==> src/rtl/fix_byte_unpacker.sv <==
// Unpacks length-prefixed messages from a wide FIFO into a byte stream.
// A header word carries the message ID and payload length; payload words follow.
module fix_byte_unpacker #(
    parameter int DATA_W = 64,
    parameter int ID_W   = 2,
    parameter int LEN_W  = 15
) (
    input  logic              clk,
    input  logic              rst,
    input  logic              empty_i,
    input  logic [DATA_W-1:0] data_i,
    input  logic              error_i,
    input  logic              ready_i,
    output logic              readreq_o,
    output logic              valid_o,
    output logic [7:0]        data_o,
    output logic [ID_W-1:0]   id_o,
    output logic              sop_o,
    output logic              eop_o,
    output logic              err_o,
    output logic [15:0]       msg_cnt_o
);

    localparam int LANES  = DATA_W / 8;
    localparam int LANE_W = $clog2(LANES);

    typedef enum logic [2:0] {IDLE, HDR, STARVE, LOAD, SEND} state_t;

    state_t              state_q, state_d;
    logic [ID_W-1:0]     id_q, id_d;
    logic [LEN_W-1:0]    len_q, len_d;
    logic [LEN_W-1:0]    byte_q, byte_d;
    logic [LANE_W-1:0]   lane_q, lane_d;
    logic [DATA_W-1:0]   word_q, word_d;
    logic [15:0]         msg_cnt_q, msg_cnt_d;
    logic                err_q, err_d;
    logic                rdreq_prev_q;
    logic                rdreq;
    logic                last_lane;
    logic                last_byte;
    logic [7:0]          lane_bytes [LANES];

    for (genvar gi = 0; gi < LANES; gi++) begin : g_lane
        assign lane_bytes[gi] = word_q[gi*8 +: 8];
    end

    assign last_lane = (lane_q == LANE_W'(LANES - 1));
    assign last_byte = (byte_q == len_q - LEN_W'(1));

    always_comb begin
        state_d   = state_q;
        id_d      = id_q;
        len_d     = len_q;
        byte_d    = byte_q;
        lane_d    = lane_q;
        word_d    = word_q;
        msg_cnt_d = msg_cnt_q;
        err_d     = 1'b0;
        rdreq     = 1'b0;

        // A pop is never issued in the cycle right after another pop, so the
        // header pop is always followed by a trip through STARVE.
        case (state_q)
            IDLE: begin
                if (!empty_i && !rdreq_prev_q) begin
                    rdreq   = 1'b1;
                    state_d = HDR;
                end
            end
            HDR: begin
                id_d   = data_i[ID_W-1:0];
                len_d  = data_i[4 +: LEN_W];
                byte_d = '0;
                lane_d = '0;
                if (data_i[4 +: LEN_W] == '0) begin
                    state_d = IDLE;
                end else if (!empty_i && !rdreq_prev_q) begin
                    rdreq   = 1'b1;
                    state_d = LOAD;
                end else begin
                    state_d = STARVE;
                end
            end
            STARVE: begin
                if (!empty_i && !rdreq_prev_q) begin
                    rdreq   = 1'b1;
                    state_d = LOAD;
                end
            end
            LOAD: begin
                word_d  = data_i;
                lane_d  = '0;
                state_d = SEND;
            end
            SEND: begin
                if (ready_i) begin
                    if (last_byte) begin
                        msg_cnt_d = msg_cnt_q + 16'd1;
                        state_d   = IDLE;
                    end else if (last_lane) begin
                        byte_d = byte_q + LEN_W'(1);
                        if (!empty_i && !rdreq_prev_q) begin
                            rdreq   = 1'b1;
                            state_d = LOAD;
                        end else begin
                            state_d = STARVE;
                        end
                    end else begin
                        byte_d = byte_q + LEN_W'(1);
                        lane_d = lane_q + LANE_W'(1);
                    end
                end
            end
            default: state_d = IDLE;
        endcase

        // Abort wins over whatever the state logic decided, including a transfer.
        if (error_i && state_q != IDLE) begin
            state_d   = IDLE;
            id_d      = id_q;
            len_d     = len_q;
            byte_d    = byte_q;
            lane_d    = lane_q;
            word_d    = word_q;
            msg_cnt_d = msg_cnt_q;
            err_d     = 1'b1;
            rdreq     = 1'b0;
        end
    end

    always_ff @(posedge clk) begin
        if (rst) begin
            state_q      <= IDLE;
            id_q         <= '0;
            len_q        <= '0;
            byte_q       <= '0;
            lane_q       <= '0;
            word_q       <= '0;
            msg_cnt_q    <= '0;
            err_q        <= 1'b0;
            rdreq_prev_q <= 1'b0;
        end else begin
            state_q      <= state_d;
            id_q         <= id_d;
            len_q        <= len_d;
            byte_q       <= byte_d;
            lane_q       <= lane_d;
            word_q       <= word_d;
            msg_cnt_q    <= msg_cnt_d;
            err_q        <= err_d;
            rdreq_prev_q <= rdreq;
        end
    end

    assign readreq_o = rdreq && !rst;
    assign valid_o   = (state_q == SEND);
    assign data_o    = lane_bytes[lane_q];
    assign id_o      = id_q;
    assign sop_o     = valid_o && (byte_q == '0);
    assign eop_o     = valid_o && last_byte;
    assign err_o     = err_q;
    assign msg_cnt_o = msg_cnt_q;

endmodule

==> config.mk <==
export PLATFORM = sky130hd
export DESIGN_NAME = fix_byte_unpacker
export DESIGN_NICKNAME = d
export VERILOG_FILES = /design/src/rtl/fix_byte_unpacker.sv
export SDC_FILE = /design/constraint.sdc
export NUM_CORES = 1
export LEC_CHECK = 0
export BUFFER_PORTS_ARGS = -buffer_cell sky130_fd_sc_hd__buf_2
export CAP_MARGIN = 15
export CORE_MARGIN = 5
export CORE_UTILIZATION = 50
export DETAILED_ROUTE_END_ITERATION = 7
export PLACE_DENSITY = 0.69
export REMOVE_ABC_BUFFERS = 1
export SETUP_SLACK_MARGIN = 0.05
export SYNTH_ARGS = -nofsm -noshare
export SYNTH_HDL_FRONTEND = slang
export SYNTH_SLANG_ARGS = --single-unit
==> constraint.sdc <==
create_clock -name clk -period 5.15 [get_ports clk]
set_clock_uncertainty 0.05 [all_clocks]
set_input_delay 0.7725 -clock clk [delete_from_list [all_inputs] [get_ports clk]]
set_output_delay 0.7725 -clock clk [all_outputs]
set_load 0.02 [all_outputs]
After elaboration in Yosys (flattened, before gate mapping). Index checks and enable logic that the tools add are counted.

Flip-flop bits (word level): 120. Bits of input ports: 69. Logic and storage cells: 77.

Add/subtract/negate cells: 4. $lt $le $gt $ge: 1. Equal/unequal tests: 12. Muxes and demuxes: 26. Bitwise logic cells: 2. Reduce and logical (&&, ||, !) cells: 23.

Operators with widths (count): zero test 15 bit (2); two-way mux 15 bit (2); one-hot mux 15 bit (2 select lines) (1); binary-select mux 8 bit (select 3 bit) (1); two-way mux 3 bit (8); adder 16 x 1 -> 16 bit, second input constant (1); two-way mux 8 bit (2); adder 15 x 1 -> 15 bit, second input constant (1); == test 15 bit (1); one-hot mux 3 bit (5 select lines) (1); subtractor 15 x 1 -> 15 bit, second input constant (1); AND reduction 4 bit (3); inequality test 2 bit, second input constant (5); two-way mux 1 bit (8); == test 3 x 2 -> 1 bit, second input constant (2); == test 3 bit, second input constant (2); one-hot mux 3 bit (2 select lines) (1); OR reduction 2 bit (3); logical AND 1 bit (5); AND reduction 5 bit (1); >= comparator 4 bit, second input constant (1); inverter 3 -> 4 bit (1); AND reduction 2 bit (2); nonzero test 2 bit (2); other kinds (9) (11).

Depth between registers and ports, before layout.
Word-level depth: 9. Gate-level depth with buffers: 12.

Worst setup path after synthesis. OpenSTA, ideal clock, no wires.

Path kind: register to output. Start: register len_q[0]. End: output port readreq_o. Arrival: 2.904 ns. Slack: 1.424 ns. Stages on the path, launching flop included: 12. Path buffers: 1. Path through: dfxtp_1 buf_6 inv_1 ha_1 or4b_2 nor4_1 xnor2_1 a21boi_0 nand4b_4 and2_1 a31oi_1 nor2_1.

Longest elaborated chain between the ends: 7.

Ends and longest elaborated chain: from (decl) (line 31) `logic [LEN_W-1:0] len_q, len_d;`; from (signal assigned) (line 145) `len_q <= len_d;`; subtractor 15 x 1 -> 15 bit (line 48) `assign last_byte = (byte_q == len_q - LEN_W'(1));`; == test 15 bit (line 48); two-way mux 1 bit (line 97) `if (last_byte) begin`; two-way mux 1 bit (line 96) `if (ready_i) begin`; one-hot mux 1 bit (3 select lines) (line 63) `case (state_q)`; two-way mux 1 bit (line 118) `if (error_i && state_q != IDLE) begin`; logical AND 1 bit (line 155) `assign readreq_o = rdreq && !rst;`; to (decl) (line 14) `output logic readreq_o,`.

Every way passes these cells.

Worst setup path in the final report. Ends and elaborated chain as after synthesis.

==> results.md <==
| Step | Parameter | Value |
| --- | --- | --- |
| run status | Run status | finished clean |
| die | Full die area | 14700 µm² |
| clocking | Worst-Skew Late Latency | 0.41 ns |
| final layout | Share of final-layout standard cells stronger than drive strength 1 | 23.8% |
| grt | Global-route wire length before repair | 25600 µm |
| pwr | Combinational group share of total power | 7.0% |
| setup path | Data arrival, critical path | 3.62 ns |
| pwr | Leakage dissipation | 2.87 nW |
| grt | Total routing usage reported by global routing | 21.6% |
| routing | DR vias/cell | 5.49 |
| clocking | Clock Sink Count | 120 |
| sta | Final setup violating endpoints | 0 |
| setup path | Critical register-to-register path startpoint | len_q[0]$_SDFFE_PP0P_ |
| final layout | # nets final | 890 |
| pwr | Total Power | 2.33 mW |
| synthesis | Netlist Area Pre-Place | 6180 µm² |
| final layout | Count of placed standard cells in the final layout, fillers left out | 996 |
| sta | RSZ-0062 raised after global routing | no |
| pwr | Power dissipated by switching net loads | 532 µW |
| setup path | Maximum fanout encountered on the critical timing path | 8 |
| sta | Max Transition Viols Final | 0 |
| grt | Largest net degree at the start of global routing | 113 |
| routing | Final wirelength | 15500 µm |
| routing | Number of nets with antenna violations after detailed routing | 0 |
| setup path | Critical path start-end classification | flop to output pin |
| setup path | Crit path capture type | output pin |
| die | Vertical extent of the die | 121 µm |
| sta | Setup TNS Final | 0 ns |
| routing | Via count | 5466 |
| final layout | Area added between synthesis and finish | 18.6% |
| die | Area of the placeable core | 12100 µm² |
| place | Post-DP HPWL | 10900 µm |
| synthesis | Most used flip-flop cell after synthesis | dfxtp_1 |
| synthesis | Async SR Flop Fraction | 0% |
| routing | Wire per inst | 15.6 µm |
| routing | DRC violations left | 0 |
| pwr | Sw Ratio | 22.8% |
| sta | Tmin final | 4.44 ns |
| pwr | Internal power contribution | 1.80 mW |
| setup path | Data required time at the worst endpoint | 4.33 ns |
| pwr | Sequential Power Share | 40.7% |
| synthesis | Sequential share of the synthesized area | 38.9% |
| synthesis | Portion of synthesized cell area occupied by the leading cell type | 38.9% |
| synthesis | Number of library cell types mapped by synthesis | 62 |
| clocking | Number of post-CTS setup repair buffers | 0 |
| clocking | Clock-pin slew reported for the worst setup and hold paths after clock tree synthesis | 0.05 ns |
| setup path | Worst Setup Start Kind | flop |
| grt | Number of antenna violations at the first check in global routing | 0 |
| synthesis | Number of storage elements in the synthesis netlist | 120 |
| synthesis | Average cell area after synthesis | 8.28 µm² |
| clocking | Cts bufs inserted | 17 |
| synthesis | Cells taking the most area after synthesis | dfxtp_1 (39%), nand2_1 (11%), a21oi_1 (8.1%) |
| setup path | Critical path origin | len_q[0]$_SDFFE_PP0P_ |
| synthesis | Top cells by count, synth | nand2_1 (183), dfxtp_1 (120), a21oi_1 (100) |
| sta | Achievable Freq | 0.225 GHz |
| synthesis | Count of mapped cells out of synthesis | 746 |
| clocking | Count of cells resized by post-cts repair | 0 |
| die | Total number of placement rows | 40 |
| pwr | PD cells | 319 nW/µm² |
| place | Final GP Congestion | 0.846 |
| sta | Relative slew margins | 25.5% |
| clocking | Maximum level of the CTS H-tree | 4 |
| sta | Count of endpoints failing hold in the final timing report | 0 |
| clocking | Cell at the root of the clock tree | clkbuf_16 |
| clocking | CTS tree | done |
| die | Chip width | 121 µm |
| clocking | CTS Hold Bufs | 0 |
| place | Placed cell count | 963 |
| grt | Overflow left after global routing | 0 |
| routing | Initial DRC count | 392 |
| final layout | Diodes inserted | 0 |
| synthesis | Warning count from the yosys run | 0 |
| die | Initial Utilization | 51.2% |
| die | Top-level I/O count | 100 |
| pwr | Maximum vdd ir drop | 0.243 mV |
| sta | Measured slew at the worst slew-check pin | 1.12 ns |
| sta | Final clock period utilization by the worst path | 86.2% |
| setup path | Reg2Reg Capture Point | byte_q[13]$_SDFFE_PP0P_ |
| place | PortBufs | 99 |
| flow run | Max-cap violation count | 0 |
| setup path | Capturing element of the worst setup path | readreq_o |
| synthesis | Cell taking the most area after synthesis | dfxtp_1 |
| routing | Pre-Repair DR Iteration Count | 5 |
| synthesis | Most instantiated library cell after synthesis | nand2_1 |
| pwr | Clock share of power | 52.2% |
| synthesis | Number of synthesized flops with an enable pin | 0 |
| min path | Classification of the worst-slack hold path | flop to flop |
| grt | Number of global-route vias before repair | 5280 |
| setup path | Reg2Reg Depth | 10 |
| clocking | Buffers from clock root to sink, at most | 2 |
| setup path | Setup slack, reg-to-reg | 1.55 ns |
## placed cells by master, fill, tap and decap left out, drive strengths merged, types with 2 or more instances in the layout
cell type  synthesis  layout
a2111o             3       3
a211oi             3       3
a21boi             2       2
a21oi            100     100
a22oi              2       2
a31oi              2       2
and2               4       4
and3              10      10
buf                8     105
bufinv             0       3
clkbuf            47      20
clkinv             0       5
clkinvlp           0       4
dfxtp            120     120
ha                 6       6
inv               15      15
mux2              22      22
mux2i              9       9
mux4              16      16
nand2            183     183
nand2b             6       6
nand3             15      15
nand3b             2       2
nand4             14      14
nand4b             2       2
nor2              49      49
nor2b             14      14
nor3               8       8
nor4              10      10
nor4b              3       3
o2111ai            3       3
o21a               2       2
o21ai              9       9
o31ai              2       2
or2                3       3
or3                7       7
or4                8       8
xnor2             15      15
xor2               9       9
## worst min path at each step
stage / start / endpoint / cells after the start
3_5_place_dp: word_q[22]$_SDFFE_PP0P_ / word_q[22]$_SDFFE_PP0P_ / 2
5_1_grt: word_q[16]$_SDFFE_PP0P_ / word_q[16]$_SDFFE_PP0P_ / 2
4_1_cts: word_q[49]$_SDFFE_PP0P_ / word_q[49]$_SDFFE_PP0P_ / 2
2_1_floorplan: word_q[15]$_SDFFE_PP0P_ / word_q[15]$_SDFFE_PP0P_ / 2
3_3_place_gp: word_q[4]$_SDFFE_PP0P_ / word_q[4]$_SDFFE_PP0P_ / 2
6_report: word_q[25]$_SDFFE_PP0P_ / word_q[25]$_SDFFE_PP0P_ / 2
## final cells by class
| type | count | area (µm²) |
|---|---|---|
| Fill cell | 1064 | 4740 |
| Multi-Input combinational cell | 556 | 3490 |
| Sequential cell | 120 | 2400 |
| Timing Repair Buffer | 105 | 556 |
| Clock buffer | 20 | 467 |
| Tap cell | 168 | 210 |
| Clock inverter | 12 | 149 |
| Inverter | 15 | 56.3 |
## power by group through the flow
stage / Combinational, mW / Clock, mW / Sequential (mW)
6_report: 0.164 / 1.22 / 0.951
3_3_place_gp: 0.161 / 0 / 0.970
5_1_grt: 0.182 / 1.28 / 0.952
4_1_cts: 0.164 / 1.24 / 0.951
2_1_floorplan: 0.0919 / 0 / 0.968
3_5_place_dp: 0.163 / 0 / 0.971
## worst max-delay path: stages (launching register included)
cell      delay (ns)
dfxtp_1         0.37
inv_1           0.08
ha_1            0.26
or4b_2          0.70
nor4_1          0.32
xnor2_1         0.19
a21boi_0        0.35
nand4b_4        0.22
and2_1          0.22
a31oi_1         0.26
nor2_1          0.08
buf_2           0.16
## logic make-up (layout without fill, tap and decap cells)
group	Yosys count	after routing	synth area share, %
and+or+nand+nor	341	341	26.6
adders and majority gates	6	6	1.22
muxes	47	47	11.8
xor gates and xnor gates	25	25	3.79
DFF	120	120	38.9
buffers and inverters	70	152	4.86
AOI/OAI and AO/OA	137	137	12.9
## layer usage
layer	share of wire [%]	vias up	global-route usage, %	routed length, µm
li1	-	2718	-	-
met1	45	2566	28.0	6920
met2	47	159	34.8	7250
met3	7.1	23	6.11	1100
met4	1.5	0	7.00	238
met5	0	-	0	0
## flip-flops by register name, summed over array words and instances (netlist names)
register	count
rdreq_prev_q	1
byte_q	15
state_q	3
err_o	1
id_o	2
word_q	64
len_q	15
msg_cnt_o	16
lane_q	3
## metrics by stage
step	area, µm²	setup slack (ns)	hold slack (ns)	util [%]
floorplan	5930	1.47	0.377	-
global placement	6690	1.21	0.389	55.5
detailed placement	6690	1.10	0.397	55.5
CTS	7310	0.671	0.405	60.6
global route	7330	0.401	0.427	60.7
finish	7330	0.711	0.403	60.7
Note: power is estimated with default switching activity, not from simulation.
